--- config.mk ---
export PLATFORM = sky130hd
export DESIGN_NAME = bram_port_arbiter_flat
export DESIGN_NICKNAME = d
export VERILOG_FILES = /design/src/rtl/bram_port_arbiter_if.sv /design/src/rtl/bram_port_arbiter.sv /design/src/flat_wrapper.sv
export SDC_FILE = /design/constraint.sdc
export NUM_CORES = 1
export LEC_CHECK = 0
export CAP_MARGIN = 20
export CORE_AREA = 3 3 335 337
export DETAILED_ROUTE_END_ITERATION = 7
export DIE_AREA = 0 0 338 340
export MAX_ROUTING_LAYER = met4
export SETUP_SLACK_MARGIN = 0.15
export SYNTH_ARGS = -nofsm -noshare
export SYNTH_HDL_FRONTEND = slang
export SYNTH_SLANG_ARGS = --single-unit
--- constraint.sdc ---
create_clock -name clk -period 3.32 [get_ports clk]
set_clock_uncertainty 0.2 [all_clocks]
set_input_delay 0.498 -clock clk [delete_from_list [all_inputs] [get_ports clk]]
set_output_delay 0.498 -clock clk [all_outputs]
set_load 0.02 [all_outputs]
--- src/rtl/bram_port_arbiter_if.sv ---
// Purpose: one requester's request/response bundle into bram_port_arbiter.
// Latency: none, wires only; read data returns RD_LAT cycles after accept.
// Backpressure: ready on requests only; responses cannot be stalled.
//
// Signals:
//   valid/ready      request handshake (transfer = valid & ready)
//   we, lock         1 = write / 0 = read; keep the grant after this transfer
//   addr, din, be    word address, write data, byte enables
//   rvalid, rdata    read response; rdata is zero while rvalid is low
// Modports: master = requester side, slave = arbiter side.
interface bram_port_arbiter_if #(
   parameter int W  = 128,
   parameter int AW = 10
);
   logic           valid;
   logic           ready;
   logic           we;
   logic           lock;
   logic [AW-1:0]  addr;
   logic [W-1:0]   din;
   logic [W/8-1:0] be;
   logic           rvalid;
   logic [W-1:0]   rdata;

   modport master (
      output valid, we, lock, addr, din, be,
      input  ready, rvalid, rdata
   );

   modport slave (
      input  valid, we, lock, addr, din, be,
      output ready, rvalid, rdata
   );
endinterface

--- src/rtl/bram_port_arbiter.sv ---
// Purpose: shares one dp_bram port between two requesters (round-robin + burst lock).
// Latency: request-to-BRAM combinational; read data back after RD_LAT cycles.
// Backpressure: ready per requester from grant; no response backpressure.
//
// Ports:
//   clk, rst            clock, synchronous active-high reset
//   r0, r1              requester bundles (bram_port_arbiter_if.slave)
//   m_en, m_we, m_addr, m_din, m_be   BRAM port drive
//   m_dout              BRAM registered read data
// Build option: define BRAM_ARB_FIXED_PRIO_EN to make requester 0 win every
// IDLE contention (round-robin pointer not built). Default is round-robin.
module bram_port_arbiter #(
   parameter int W      = 128,
   parameter int AW     = 10,
   parameter int RD_LAT = 2
) (
   input  logic                 clk,
   input  logic                 rst,
   bram_port_arbiter_if.slave   r0,
   bram_port_arbiter_if.slave   r1,
   output logic                 m_en,
   output logic                 m_we,
   output logic [AW-1:0]        m_addr,
   output logic [W-1:0]         m_din,
   output logic [W/8-1:0]       m_be,
   input  logic [W-1:0]         m_dout
);

   localparam logic [1:0] ST_IDLE  = 2'd0;
   localparam logic [1:0] ST_LOCK0 = 2'd1;
   localparam logic [1:0] ST_LOCK1 = 2'd2;

   logic [1:0]      st;
   logic            prio;
   logic            gnt0;
   logic            gnt1;
   logic            xfer;
   logic            sel;
   logic            g_we;
   logic            g_lock;
   logic [AW-1:0]   g_addr;
   logic [W-1:0]    g_din;
   logic [W/8-1:0]  g_be;
   logic [AW-1:0]   addr_q;
   logic [W-1:0]    din_q;
   logic [RD_LAT-1:0] tag_v;
   logic [RD_LAT-1:0] tag_id;
   logic            tail_v;
   logic            tail_id;

   // Grants already include valid, so gnt0|gnt1 is the transfer itself.
   always_comb begin
      gnt0 = 1'b0;
      gnt1 = 1'b0;
      if (!rst) begin
         case (st)
            ST_LOCK0: gnt0 = r0.valid;
            ST_LOCK1: gnt1 = r1.valid;
            default: begin
               // r0 wins alone, or on contention when the pointer favours it
               if (r0.valid && (!r1.valid || !prio))
                  gnt0 = 1'b1;
               else if (r1.valid)
                  gnt1 = 1'b1;
            end
         endcase
      end
   end

   assign r0.ready = gnt0;
   assign r1.ready = gnt1;
   assign xfer     = gnt0 | gnt1;
   assign sel      = gnt1;

   assign g_we   = sel ? r1.we   : r0.we;
   assign g_lock = sel ? r1.lock : r0.lock;
   assign g_addr = sel ? r1.addr : r0.addr;
   assign g_din  = sel ? r1.din  : r0.din;
   assign g_be   = sel ? r1.be   : r0.be;

   // Address/data hold their last transferred values when the port is idle.
   assign m_en   = xfer;
   assign m_we   = xfer & g_we;
   assign m_addr = xfer ? g_addr : addr_q;
   assign m_din  = xfer ? g_din  : din_q;
   assign m_be   = xfer ? g_be   : '0;

   always_ff @(posedge clk) begin
      if (rst) begin
         st     <= ST_IDLE;
         addr_q <= '0;
         din_q  <= '0;
         tag_v  <= '0;
         tag_id <= '0;
      end else begin
         if (xfer) begin
            st     <= g_lock ? (sel ? ST_LOCK1 : ST_LOCK0) : ST_IDLE;
            addr_q <= g_addr;
            din_q  <= g_din;
         end
         // Tag pipeline mirrors BRAM read latency; stage 0 is the newest.
         tag_v[0]  <= xfer & ~g_we;
         tag_id[0] <= sel;
         for (int i = 1; i < RD_LAT; i++) begin
            tag_v[i]  <= tag_v[i-1];
            tag_id[i] <= tag_id[i-1];
         end
      end
   end

`ifdef BRAM_ARB_FIXED_PRIO_EN
   assign prio = 1'b0;
`else
   // After a grant to g, the other requester gets priority next contention.
   always_ff @(posedge clk) begin
      if (rst)
         prio <= 1'b0;
      else if (xfer)
         prio <= ~sel;
   end
`endif

   // Gate with rst so nothing issued before a reset can surface during it.
   assign tail_v  = tag_v[RD_LAT-1] & ~rst;
   assign tail_id = tag_id[RD_LAT-1];

   assign r0.rvalid = tail_v & ~tail_id;
   assign r1.rvalid = tail_v &  tail_id;
   assign r0.rdata  = r0.rvalid ? m_dout : '0;
   assign r1.rdata  = r1.rvalid ? m_dout : '0;

endmodule
--- src/flat_wrapper.sv ---
// flat-port wrapper written by rule: the top's interface ports become plain ports
module bram_port_arbiter_flat 
#(
   parameter int W      = 128,
   parameter int AW     = 10,
   parameter int RD_LAT = 2
)
  (clk, rst, m_en, m_we, m_addr, m_din, m_be, m_dout, r0_valid, r0_we, r0_lock, r0_addr, r0_din, r0_be, r0_ready, r0_rvalid, r0_rdata, r1_valid, r1_we, r1_lock, r1_addr, r1_din, r1_be, r1_ready, r1_rvalid, r1_rdata);
  bram_port_arbiter_if #(.W(W), .AW(AW)) r0_i ();
  bram_port_arbiter_if #(.W(W), .AW(AW)) r1_i ();
  input  logic clk;
  input  logic rst;
  output logic m_en;
  output logic m_we;
  output logic [AW-1:0] m_addr;
  output logic [W-1:0] m_din;
  output logic [W/8-1:0] m_be;
  input  logic [W-1:0] m_dout;
  input wire logic [$bits(r0_i.valid)-1:0] r0_valid;
  input wire logic [$bits(r0_i.we)-1:0] r0_we;
  input wire logic [$bits(r0_i.lock)-1:0] r0_lock;
  input wire logic [$bits(r0_i.addr)-1:0] r0_addr;
  input wire logic [$bits(r0_i.din)-1:0] r0_din;
  input wire logic [$bits(r0_i.be)-1:0] r0_be;
  output wire logic [$bits(r0_i.ready)-1:0] r0_ready;
  output wire logic [$bits(r0_i.rvalid)-1:0] r0_rvalid;
  output wire logic [$bits(r0_i.rdata)-1:0] r0_rdata;
  input wire logic [$bits(r1_i.valid)-1:0] r1_valid;
  input wire logic [$bits(r1_i.we)-1:0] r1_we;
  input wire logic [$bits(r1_i.lock)-1:0] r1_lock;
  input wire logic [$bits(r1_i.addr)-1:0] r1_addr;
  input wire logic [$bits(r1_i.din)-1:0] r1_din;
  input wire logic [$bits(r1_i.be)-1:0] r1_be;
  output wire logic [$bits(r1_i.ready)-1:0] r1_ready;
  output wire logic [$bits(r1_i.rvalid)-1:0] r1_rvalid;
  output wire logic [$bits(r1_i.rdata)-1:0] r1_rdata;
  assign r0_i.valid = r0_valid;
  assign r0_i.we = r0_we;
  assign r0_i.lock = r0_lock;
  assign r0_i.addr = r0_addr;
  assign r0_i.din = r0_din;
  assign r0_i.be = r0_be;
  assign r0_ready = r0_i.ready;
  assign r0_rvalid = r0_i.rvalid;
  assign r0_rdata = r0_i.rdata;
  assign r1_i.valid = r1_valid;
  assign r1_i.we = r1_we;
  assign r1_i.lock = r1_lock;
  assign r1_i.addr = r1_addr;
  assign r1_i.din = r1_din;
  assign r1_i.be = r1_be;
  assign r1_ready = r1_i.ready;
  assign r1_rvalid = r1_i.rvalid;
  assign r1_rdata = r1_i.rdata;
  bram_port_arbiter #(.W(W), .AW(AW), .RD_LAT(RD_LAT)) u_core (.clk(clk), .rst(rst), .r0(r0_i), .r1(r1_i), .m_en(m_en), .m_we(m_we), .m_addr(m_addr), .m_din(m_din), .m_be(m_be), .m_dout(m_dout));
endmodule
==> out/results.ini <==
[hold_path]
min-delay-start=u_core.tag_v[0]
hold_path_class=reg2reg
min_path_cells=1
hold_path_end=u_core.tag_v[1]

[cells_and_area]
fin_util_pct=26.2
fin_area_um2=28600
n_fill_cell=11500
drive_gt1_share_pct=37.9
nNetsFinal=2881
syn_to_final_growth_pct=166

[pwr]
powerDensity_nw_per_um2=312
vdd_drop_max_mv=0.331
p_leak_uw=0.00996

[route]
drt_first_iter_violations=1087
vias_per_cell=4.45
firstDrtPassIters=5
ant_nets=0
via_count=17600
route.detailed.wl_per_inst_um=27.5
drt-total-wl_um=109000
drc=0

[clocking]
insertion_delay_ns=0.49
cts_root_buf=clkbuf_16
cts_max_path_buffers=2
cts_buffers=17
htree_levels=4
clk_pin_slew_worst_paths_ns=0.08
cts_tree=yes
cts.sinks=145

[status]
violations=negative setup slack
status=complete, but fails checks

[placement]
io_buffers=859
post-dp-hpwl_um=77000
place_area_um2=23300
place.gp.congestion=0.928

[floorplanning]
dieHeight_um=340
dieArea_um2=115000
ios=860
die_w_um=338
core-area_um2=109000
num_rows=121
initial_core_util_pct=9.85

[logic_synthesis]
yosysSeqAreaShare_pct=27.0
synth_nets=1843
async_reset_ff_share_pct=0
avgSynthCellArea_um2=7.70
synth_flop_cell=dfxtp_1
ys_seq_elements=145
yosys_warnings=0
synth_cells=1397
synth_cell_types=29
synth_area_um2=10800
synth-edff-count=0

[worst_setup_path]
end_kind=output pin
path_max_fanout=7
rrSetupSlack_ns=0.66
arrival_ns=2.73
required_ns=2.62
r2r_cells=11
reg2reg_from=u_core.st[0]
crit_path_start_kind=register
r2r_end=u_core.addr_q[6]
criticalPathCategory=reg2out

[sta]
setup_tns_ns=-0.628
drv_slew=0
report.final.hold_viol_count=0
timing.hold.ws_ns=0.249
period_share_pct=103
tightest_slew_ns=0.864
setup_ws_ns=-0.113
rsz0062_at_grt=true
fmax_ghz=0.291
slew_headroom_pct=42.4
finalCriticalPeriod_ns=3.43
setup_viol=18

[flow_run]
drv_cap=0

[grt]
antenna_found_initial=55
grt_pass1_vias=17000
grt_max_degree=68
grt_usage_pct=17.3
grt_first_pass_wirelength_um=136000
overflow=0

report_power, final:
| part | switching (µW) | internal (µW) |
|---|---|---|
| Clock | 1030 | 1070 |
| Combinational | 2460 | 2350 |
| Sequential | 100 | 1920 |
worst max-delay path by stage:
stage	slack [ns]	startpoint	cells after the start	to
after floorplan	0.47	u_core.st[0]	9	m_din[100]
after global placement	-0.47	r1_valid	8	m_din[108]
after detailed placement	-0.44	r1_valid	8	m_din[108]
after CTS	-0.12	u_core.st[0]	8	m_be[11]
after global routing	-0.17	u_core.st[0]	12	m_din[51]
final	-0.11	u_core.st[0]	12	m_din[51]
cells by family (layout without fill, tap and decap cells):
family / Yosys count / in the layout / share of synthesized area (%)
simple gates: 568 / 568 / 33.0
compound gates: 436 / 436 / 30.6
buf+inv: 245 / 1296 / 9.01
flops: 145 / 145 / 27.0
fa+ha+maj: 2 / 2 / 0.233
mux: 1 / 1 / 0.105
other cells: 0 / 43 / 0
cell usage after synthesis, types with 3 or more instances:
master    instances  area share, %
and2_1          256             15
clkbuf_1        176            6.1
nor4_1          155            9.0
dfxtp_1         145             27
o31ai_1         140            9.8
a311oi_1        139             11
nand4_1         139            8.1
a31oi_1         138            8.0
buf_2            39            1.8
inv_1            21           0.73
a31o_2           17            1.4
buf_1             8           0.28
nor2b_1           3           0.17
stage by stage:
| stage | power, µW | setup slack, ns | std cells |
|---|---|---|---|
| 3_5_place_dp | 5560 | -0.439 | 3787 |
| 5_1_grt | 9270 | -0.171 | 3964 |
| 3_3_place_gp | 5560 | -0.474 | 3787 |
| 4_1_cts | 8160 | -0.115 | 3869 |
| 2_1_floorplan | 3450 | 0.468 | 1397 |
| 6_report | 8930 | -0.113 | 3967 |
metal layers:
layer  vias to the layer above  GRT usage, %  wire length, µm  part of all wire (%)
met3                       155          6.47            10700                   9.8
met4                         0          6.10             3940                   3.6
li1                       7824             -                -                     -
met2                       990          28.7            52000                    48
met1                      8671          18.8            42500                    39
met5                         -             -                0                     0
critical path, cell delays in order, from the launching register on:
cell and delay (ns):
dfxtp_2 0.35, inv_2 0.05, ha_4 0.23, buf_12 0.13
buf_6 0.11, nor2_4 0.24, buf_12 0.18, buf_8 0.12
buf_8 0.12, clkbuf_16 0.20, o31ai_2 0.08, a31oi_1 0.23
buf_4 0.19
registers in the layout, indices dropped and copies added, names as in the netlist:
signal	flops
u_core.tag_v	2
u_core.prio	1
u_core.din_q	128
u_core.addr_q	10
u_core.st	2
u_core.tag_id	2
layout make-up:
| cell class | count | area, µm² | area share (%) |
|---|---|---|---|
| Tap cell | 1476 | 1850 | 6.46 |
| Inverter | 22 | 82.6 | 0.289 |
| Multi-Input combinational cell | 1007 | 9770 | 34.2 |
| Timing Repair Buffer | 1242 | 13300 | 46.6 |
| Clock buffer | 21 | 450 | 1.58 |
| Clock inverter | 11 | 121 | 0.424 |
| Antenna cell | 43 | 108 | 0.376 |
| Sequential cell | 145 | 2910 | 10.2 |
cells in the final DEF, fill, tap and decap left out, types with 55 or more instances in the layout:
cell type,instances
buf_12,90
dfxtp_1,143
nor4_1,101
and2_1,256
buf_4,326
a31oi_4,79
nand4_1,139
clkdlybuf4s50_1,639
a311oi_1,139
o31ai_4,59
buf_6,109
o31ai_2,55
timing repair:
action                                  CTS  global route
hold buffers                              0             0
setup buffers                            34            37
resized for setup                       892           441
endpoints found under the hold margin     0             0
pin swaps                                31            55
endpoints found under the setup margin  160           200
cloned                                   17            18
Power figures use the tool's default switching activity.
